===== src/rtl/dmem_port_arbiter.sv =====
// dmem_port_arbiter: shares DMEM port B between the CPU load/store path and the debug loader
module dmem_port_arbiter #(
  parameter int ADDR_W = 12,
  parameter int RD_LAT = 1
) (
  input  logic              clk,
  input  logic              rst,
  input  logic              cpu_req,
  input  logic [3:0]        cpu_we,
  input  logic [31:0]       cpu_addr,
  input  logic [31:0]       cpu_wdata,
  output logic              cpu_stall,
  output logic              cpu_rvalid,
  output logic [31:0]       cpu_rdata,
  input  logic              dbg_req,
  input  logic [3:0]        dbg_we,
  input  logic [31:0]       dbg_addr,
  input  logic [31:0]       dbg_wdata,
  output logic              dbg_gnt,
  output logic              dbg_rvalid,
  output logic [31:0]       dbg_rdata,
  output logic              enb,
  output logic [3:0]        web,
  output logic [ADDR_W-1:0] addrb,
  output logic [31:0]       dib,
  input  logic [31:0]       dob
);
  localparam int CW = $clog2(RD_LAT + 1);
  typedef enum logic [1:0] {IDLE, RD_WAIT, DONE} state_t;
  state_t        state;
  logic          own_dbg, prio_cpu, cpu_win, dbg_win, done, unused;
  logic [CW-1:0] cnt;
  assign unused = ^{cpu_addr[31:ADDR_W+2], cpu_addr[1:0], dbg_addr[31:ADDR_W+2], dbg_addr[1:0]};
  // grant only in IDLE outside reset; on a tie the requester not granted last wins
  always_comb begin
    done       = state == DONE && !rst;
    cpu_win    = state == IDLE && !rst && cpu_req && (!dbg_req || prio_cpu);
    dbg_win    = state == IDLE && !rst && dbg_req && (!cpu_req || !prio_cpu);
    enb        = cpu_win || dbg_win;
    web        = cpu_win ? cpu_we : dbg_win ? dbg_we : 4'b0;
    addrb      = cpu_win ? cpu_addr[ADDR_W+1:2] : dbg_win ? dbg_addr[ADDR_W+1:2] : '0;
    dib        = cpu_win ? cpu_wdata : dbg_win ? dbg_wdata : 32'b0;
    dbg_gnt    = dbg_win;
    cpu_rvalid = done && !own_dbg;
    dbg_rvalid = done && own_dbg;
    cpu_stall  = cpu_req && !((cpu_win && |cpu_we) || cpu_rvalid);
  end
  // read sequencer: count out the BRAM latency, capture dob for the owner, then one bubble cycle
  always_ff @(posedge clk) begin
    if (rst) begin
      state     <= IDLE;
      own_dbg   <= 1'b0;
      prio_cpu  <= 1'b1;
      cnt       <= '0;
      cpu_rdata <= 32'b0;
      dbg_rdata <= 32'b0;
    end else if (state == IDLE) begin
      if (enb) prio_cpu <= dbg_win;
      if (enb && web == 4'b0) begin
        state   <= RD_WAIT;
        own_dbg <= dbg_win;
        cnt     <= CW'(RD_LAT);
      end
    end else if (state == RD_WAIT) begin
      cnt <= cnt - CW'(1);
      if (cnt == CW'(1)) begin
        state <= DONE;
        if (own_dbg) dbg_rdata <= dob;
        else cpu_rdata <= dob;
      end
    end else begin
      state <= IDLE;
    end
  end
endmodule


===== config.mk =====
export PLATFORM = sky130hd
export DESIGN_NAME = dmem_port_arbiter
export DESIGN_NICKNAME = d
export VERILOG_FILES = /design/src/rtl/dmem_port_arbiter.sv
export SDC_FILE = /design/constraint.sdc
export NUM_CORES = 1
export LEC_CHECK = 0
export BUFFER_PORTS_ARGS = -buffer_cell sky130_fd_sc_hd__clkbuf_2
export CORE_AREA = 2 2 111 113
export CTS_BUF_LIST = sky130_fd_sc_hd__clkbuf_2
export CTS_CLUSTER_DIAMETER = 200
export CTS_CLUSTER_SIZE = 16
export DETAILED_ROUTE_END_ITERATION = 8
export DIE_AREA = 0 0 113 115
export GPL_TIMING_DRIVEN = 0
export HOLD_SLACK_MARGIN = 0.06
export PLACE_DENSITY_LB_ADDON = 0.05
export SLEW_MARGIN = 5
export SYNTH_ARGS = -nofsm -noshare
export SYNTH_HDL_FRONTEND = slang
export SYNTH_SLANG_ARGS = --single-unit

===== constraint.sdc =====
create_clock -name clk -period 3.6 [get_ports clk]
set_clock_uncertainty 0.05 [all_clocks]
set_input_delay 0.18 -clock clk [delete_from_list [all_inputs] [get_ports clk]]
set_output_delay 0.18 -clock clk [all_outputs]
set_load 0.02 [all_outputs]

-- Word level (Yosys, flattened, before mapping)
Cells that the tools add are included.
- register bits: 69
- bits in latches: 0
- bits in writable memories: 0
- bits in read-only memories: 0
- bits of input ports: 172
- memories: 0
- $add $sub $neg: 1
- $mul: 0
- div/mod/pow operators: 0
- order comparisons: 0
- eq/ne operators: 4
- shifts and indexed selects: 0
- mux-type cells: 13
- bitwise operators: 2
- reductions and logical operators: 31
- operator list (kind ; number):
    $mux 32 ; 2
    $mux 12 ; 2
    $logic_and 1x1->1 ; 11
    $mux 2 ; 4
    $mux 4 ; 2
    $reduce_and 2->1 ; 4
    $reduce_and 4->1 ; 2
    $logic_not 1->1 ; 6
    $logic_not 4->1 ; 1
    $logic_or 1x1->1 ; 4
    $reduce_or 4->1 ; 1
    $mux 1 ; 3
    $ne 3x3->1 const B ; 1
    $eq 2x1->1 const B ; 1
    $eq 2x2->1 const B ; 1
    $logic_not 2->1 ; 1
    $ne 2x1->1 const B ; 1
    $not 1->1 ; 2
    $reduce_bool 2->1 ; 1
    $sub 1x1->1 const B ; 1

-- Depth between registers and ports, before layout
Gate-level depths: netlist of the first run.
- word-level depth: 10
- mapped depth: 6
- depth with buffers taken out: 3

-- Worst setup path before layout of the first run
OpenSTA, ideal clock, no wires.
- path kind: reg-to-output
- start: register state[1]
- end: output port cpu_stall
- data arrival time: 1410 ps
- data required time: 3370 ps
- slack: 1960 ps
- cell stages (with the launch flop): 4
- buffers on the path: 0
- cells stage by stage: dfxtp_1 or2b_1 nor3_1 a211oi_2
- elaborated cells on any way between the ends: 11
- those cells by class: eq/ne: 1; reduce/logical: 10
- RTL lines (element ; RTL line ; RTL):
    start, declared ; 30 ; state_t state;
    start signal, assigned ; 51 ; state <= IDLE;
    start signal, assigned ; 60 ; state <= RD_WAIT;
    start signal, assigned ; 67 ; state <= DONE;
    $eq 2x2->1 ; 36 ; done = state == DONE && !rst;
    $logic_and 1x1->1 ; 36 ;
    $logic_and 1x1->1 ; 44 ; cpu_rvalid = done && !own_dbg;
    via cpu_rvalid ; 13 ; output logic cpu_rvalid,
    $logic_or 1x1->1 ; 46 ; cpu_stall = cpu_req && !((cpu_win && |cpu_we) || cpu_rvalid);
    $logic_not 1->1 ; 46 ;
    $logic_and 1x1->1 ; 46 ;
    end, declared ; 12 ; output logic cpu_stall,
The timed path passes the listed nets, and every way through them passes these cells.

-- Worst setup path after layout of the first run
- start: register state[0]
- end: output port web[2]
- longest elaborated chain between the ends: 6
- elaborated cells on any way between the ends: 8
- those cells by class: mux: 2; reduce/logical: 6
- RTL lines (element ; RTL line ; RTL):
    $logic_not 2->1 (*) ; 37, 38 ;
    $logic_and 1x1->1 (*) ; 37, 38 ;
    $logic_and 1x1->1 (2 in a row) ; 38 ; dbg_win = state == IDLE && !rst && dbg_req && (!cpu_req || !prio_cpu);
    $mux 4 ; 40 ; web = cpu_win ? cpu_we : dbg_win ? dbg_we : 4'b0;
    $mux 4 (*) ; 40 ;
    end, declared ; 23 ; output logic [3:0] web,
Mark *: on every way between the ends. The rest lies on a longest branch, timed or not.

==> flow_summary.ini, run 1 <==
[run_status]
status = finished with violations
failed_checks = design-rule violations

[global_routing]
grtUsageTotal_pct = 18.0
grt_pass1_wl_mm = 18.3
grt-ovfl-total = 0
grt_pass1_vias = 3553
grt_antenna_before_repair = 1
grt_max_degree = 12

[place]
hpwl_mm = 9.81
place_ws_ns = 1.88
portBuffers = 247
postPlaceCellArea_um2 = 4560
finalWeightedCongestion = 0.776

[detailed_routing]
drt_iter0_markers = 220
first_pass_iters = 6
ant_nets = 0
wirelength_mm = 12.1
avgRoutedWirePerCell_um = 14.6
vias_per_cell = 4.52
vias = 3742
drc = 14

[pwr]
report.power.total_uw = 1660
p_leak_uw = 0.00242
pwr_density_cell_nw_per_um2 = 325
vdd_drop_max_mv = 0.116

[floorplanning]
fp-row-count = 40
core_area_um2 = 11800
dieArea_um2 = 13000
start_util_pct = 26.6
fp.dieW_um = 113
die_y_um = 115
io_pins = 289

[clock_tree]
cts_root_buf = clkbuf_2
cts_max_path_buffers = 2
cts.sinks = 69
path_clk_slew_ns = 0.20
clock_latency_ns = 0.50
cts_buffers = 9
htree_num_levels = 3
post_cts_resized = 0
cts_tree = built

[yosys]
syn_nets = 550
synth.distinct_cells = 36
syn_inst = 378
yosys_register_bits = 69
synth_area_um2 = 3140
synth_edf_count = 0
yosysTopAreaCellShare_pct = 44.0
synthFlopType = dfxtp_1
async_reset_ff_share_pct = 0
avgSynthCellArea_um2 = 8.30
yosys.cell_count.top_type = nand2_1
synth_top_area_cell = dfxtp_1
synth.area.top_cells = dfxtp_1 44%, nand2_1 16%, a22o_1 13%
ys_warn_count = 0
synthTopCellsByCount = 131 x nand2_1, 69 x dfxtp_1, 64 x a21oi_1
ys_seq_area_share_pct = 44.0

[finish]
final_area_um2 = 5090
num-fill-cells = 1251
finalNetCount = 846
area.growth.synth_to_final_pct = 62.3
multi_input_area_um2 = 1460
seq_area_um2 = 1380
layout-drive-gt1-share_pct = 43.2

[worst_setup_path]
max_stage_delay_ns = 0.43
cp-start-kind = register
crit_arrival_ns = 2.03
path_class = reg -> out
cp_cell_sequence = nor3_4 > and3_1 > buf_6 > buf_6 > a22o_1 > clkbuf_2
worstPathRequired_ns = 3.37
slowest_stage = dfxtp_1
crit_fanout = 10
end_kind = output pin
crit_top_cell = buf_6
cp.buffers_inverters = 3
critical_path.top_delay_family = simple AND/OR/NAND/NOR gates

[min_path]
hold_path_class = in -> reg

[sta]
worst_pin_slew_ns = 0.583
drv_slew = 0
hold_violations = 0
rsz0062_at_grt = no
finalWorstSetupSlack_ns = 1.34
setup_viol = 0
fin_crit_ns = 2.26
slew_headroom_pct = 60.8
setup_tns_ns = 0
min_period_over_period_pct = 62.9
fmax_ghz = 0.442

[job]
drv_cap = 0
per-stage QoR:
stage                     cells  util [%]  hold WS (ns)
after global routing        827      43.1        0.0869
after detailed placement    772      38.6         0.375
after global placement      772      38.6         0.371
after CTS                   826      43.1        0.0627
final                       827      43.1         0.120
after floorplan             378         -         0.266
final timing paths:
check / from / to / slack [ns] / depth (start not counted)
max: state[0]$_SDFFE_PP0P_ / web[2] / 1.34 / 6
min: dbg_we[0] / cnt$_SDFFE_PP0P_ / 0.12 / 4
max reg2reg: state[0]$_SDFFE_PP0P_ / own_dbg$_SDFFE_PP0P_ / 1.72 / 5
min reg2reg: cpu_rdata[7]$_SDFFE_PP0P_ / cpu_rdata[7]$_SDFFE_PP0P_ / 0.41 / 2
metal layers:
layer | global-route usage (%) | wire [µm]
met1 | 21.3 | 5070
met2 | 32.3 | 6020
met3 | 4.38 | 932
met4 | 5.61 | 72
met5 | 0 | 0
logic make-up (layout without fill, tap and decap cells):
family / after synthesis / in the layout / share of synthesized area, %
AO/OA/AOI/OAI: 120 / 120 / 25.7
AND/OR/NAND/NOR: 151 / 151 / 20.5
flip-flops: 69 / 69 / 44.0
other: 0 / 1 / 0
multiplexers: 1 / 1 / 0.319
buffers and inverters: 37 / 338 / 9.45
layout make-up:
class | instances | area share (%)
clock inverter | 6 | 1.99
inverter | 2 | 0.147
buffer | 35 | 5.67
tap | 147 | 3.61
antenna | 1 | 0.0491
multi-input combinational | 272 | 28.7
timing repair buffer | 285 | 31.7
clock buffer | 10 | 0.983
sequential | 69 | 27.1
worst register-to-register path: cells and delay by family, from the launching register on:
| kind | cells | cell delay (ns) |
|---|---|---|
| AO/OA/AOI/OAI | 1 | 0.31 |
| AND/OR/NAND/NOR | 2 | 0.25 |
| buffers and inverters | 2 | 0.67 |
| flip-flops | 1 | 0.53 |
what timing repair did:
action	in CTS	in global routing
hold buffers	38	0
buffers inserted	0	0
hold endpoints to repair	69	0
layout by cell type (no fill, tap or decap), types with 2 or more instances in the layout:
cell type,n
dfxtp_1,69
clkbuf_1,5
clkbuf_2,257
a22o_1,48
buf_4,2
clkinv_1,3
nand2_1,131
a21oi_1,64
nand2b_1,2
bufinv_16,3
nor2b_1,2
buf_2,9
inv_1,2
buf_6,17
nor4_1,2
nor2_1,2
dlygate4sd3_1,38
sequential cells by signal, summed over array words and instances, names as in the netlist:
name       flops
cnt            1
cpu_rdata     32
dbg_rdata     32
own_dbg        1
prio_cpu       1
state          2
power breakdown:
group          switching [µW]  internal (µW)
Sequential               3.47            768
Clock                     269            296
Combinational             164            155
(Power assumes the default switching activity.)
==> inputs of run 2 (changes only) <==
- CORE_AREA: 2 2 111 113 -> 2 2 113 115
- DIE_AREA: 0 0 113 115 -> 0 0 115 117
- clock period: 3.6 -> 2.05 ns (I/O delays scaled with it)
==> flow_summary.ini, run 2 (synthesis results as in run 1) <==
[clock_tree]
cts_root_buf = clkbuf_2
clock_latency_ns = 0.51
htree_num_levels = 3
path_clk_slew_ns = 0.19
cts_buffers = 9
cts.sinks = 69
cts_max_path_buffers = 2
cts_tree = built

[worst_setup_path]
crit_arrival_ns = 1.87
cp-start-kind = register
crit_fanout = 10
path_class = reg -> out
end_kind = output pin
worstPathRequired_ns = 1.90

[detailed_routing]
wl_met1_mm = 5.07
drc = 0
vias_per_cell = 4.48
vias = 3760
drt_iter0_markers = 117
met3_length_um = 881
avgRoutedWirePerCell_um = 14.5
first_pass_iters = 4
ant_nets = 0
routed.top_layer = met4
wl_met2_mm = 6.03
wirelength_mm = 12.1

[sta]
setup_tns_ns = 0
worst_pin_slew_ns = 0.572
fin_crit_ns = 2.02
fmax_ghz = 0.495
slew_headroom_pct = 61.9
min_period_over_period_pct = 98.6
drv_slew = 0
hold_violations = 0
setup_viol = 0
rsz0062_at_grt = yes

[pwr]
pwr_density_cell_nw_per_um2 = 514
vdd_drop_max_mv = 0.233
p_leak_uw = 0.00255

[floorplanning]
core_area_um2 = 12300
fp-row-count = 41
fp.dieW_um = 115
start_util_pct = 25.5
dieArea_um2 = 13500
die_y_um = 117
io_pins = 289

[job]
drv_cap = 0

[global_routing]
grt_antenna_before_repair = 0
grt_pass1_vias = 3730
grt_pass1_wl_mm = 18.5
grt_max_degree = 14
grt-ovfl-total = 0
grtUsageTotal_pct = 17.8

[place]
postPlaceCellArea_um2 = 4560
hpwl_mm = 9.16
dp.cells = 775
portBuffers = 247
finalWeightedCongestion = 0.747

[finish]
layout_common_cells = 207 x clkbuf_2, 131 x nand2_1, 66 x dfxtp_1, 64 x a21oi_1, 47 x a22o_1
final_common_cell = clkbuf_2
stdcell_count = 839
layout-drive-gt1-share_pct = 44.8
reg.largest.list = cpu_rdata x32, dbg_rdata x32, state x2
area.growth.synth_to_final_pct = 76.2
final_area_um2 = 5530
finalNetCount = 855

[run_status]
status = finished clean

[min_path]
hold_path_class = in -> reg
[run 2: cell types whose count changed in the layout (fill, tap and decap cells not counted), sizes merged]
cell,delta
clkinvlp,+1
buf,+19
dlygate4sd3,+5
clkbuf,-16
bufinv,-2
clkinv,+1
inv,+1
[run 2: path summary, 6_finish.rpt]
kind | from | end | slack (ns) | depth (start not counted)
worst max-delay path | state[0]$_SDFFE_PP0P_ | addrb[8] | 0.03 | 5
worst min-delay path | rst | state[0]$_SDFFE_PP0P_ | 0.13 | 3
worst max register to register | state[0]$_SDFFE_PP0P_ | cnt$_SDFFE_PP0P_ | 0.49 | 5
worst min register to register | dbg_rdata[19]$_SDFFE_PP0P_ | dbg_rdata[19]$_SDFFE_PP0P_ | 0.42 | 2
[run 2: cell type report]
type                       instances  area (µm²)
antenna                            1        2.50
fill                            1301        6780
tap                              150         188
timing repair buffer             296        2060
clock buffer                       9        45.0
clock inverter                     7        73.8
multi-input combinational        272        1490
inverter                           2        7.51
buffer                            33         270
sequential                        69        1390
[run 2: through the flow]
step	worst slack [ns]	hold WS [ns]	total power, µW	utilization (%)
after floorplan	0.488	0.188	1640	-
final	0.0283	0.126	2840	44.9
after global routing	-0.110	0.117	3000	44.9
after CTS	-0.0374	0.0797	2880	44.4
after global placement	0.423	0.294	1880	37.1
after detailed placement	0.395	0.297	1880	37.1
[run 2: repair_timing]
action,CTS,global route
setup buffers,3,1
endpoints found under the setup margin,52,52
cloned,2,0
gates resized for setup,80,34
pin swaps,7,2
endpoints found under the hold margin,69,1
hold buffers,43,1
[run 2: critical path: stages (launching register included)]
cell      delay (ns)
dfxtp_4         0.39
nor3_4          0.20
and3_4          0.30
buf_8           0.15
a22o_1          0.16
clkbuf_8        0.15
[run 2: power by group]
part	internal, µW	total (µW)	switching [µW]
sequential	1350	1350	5.56
combinational	373	672	299
clock	286	818	532
total	2010	2840	836
[run 2: routing by layer]
metal | vias up | global-route usage, %
met2 | 155 | 32.2
met4 | 0 | 4.66
met3 | 12 | 5.36
li1 | 1920 | -
met5 | - | 0
met1 | 1673 | 20.6
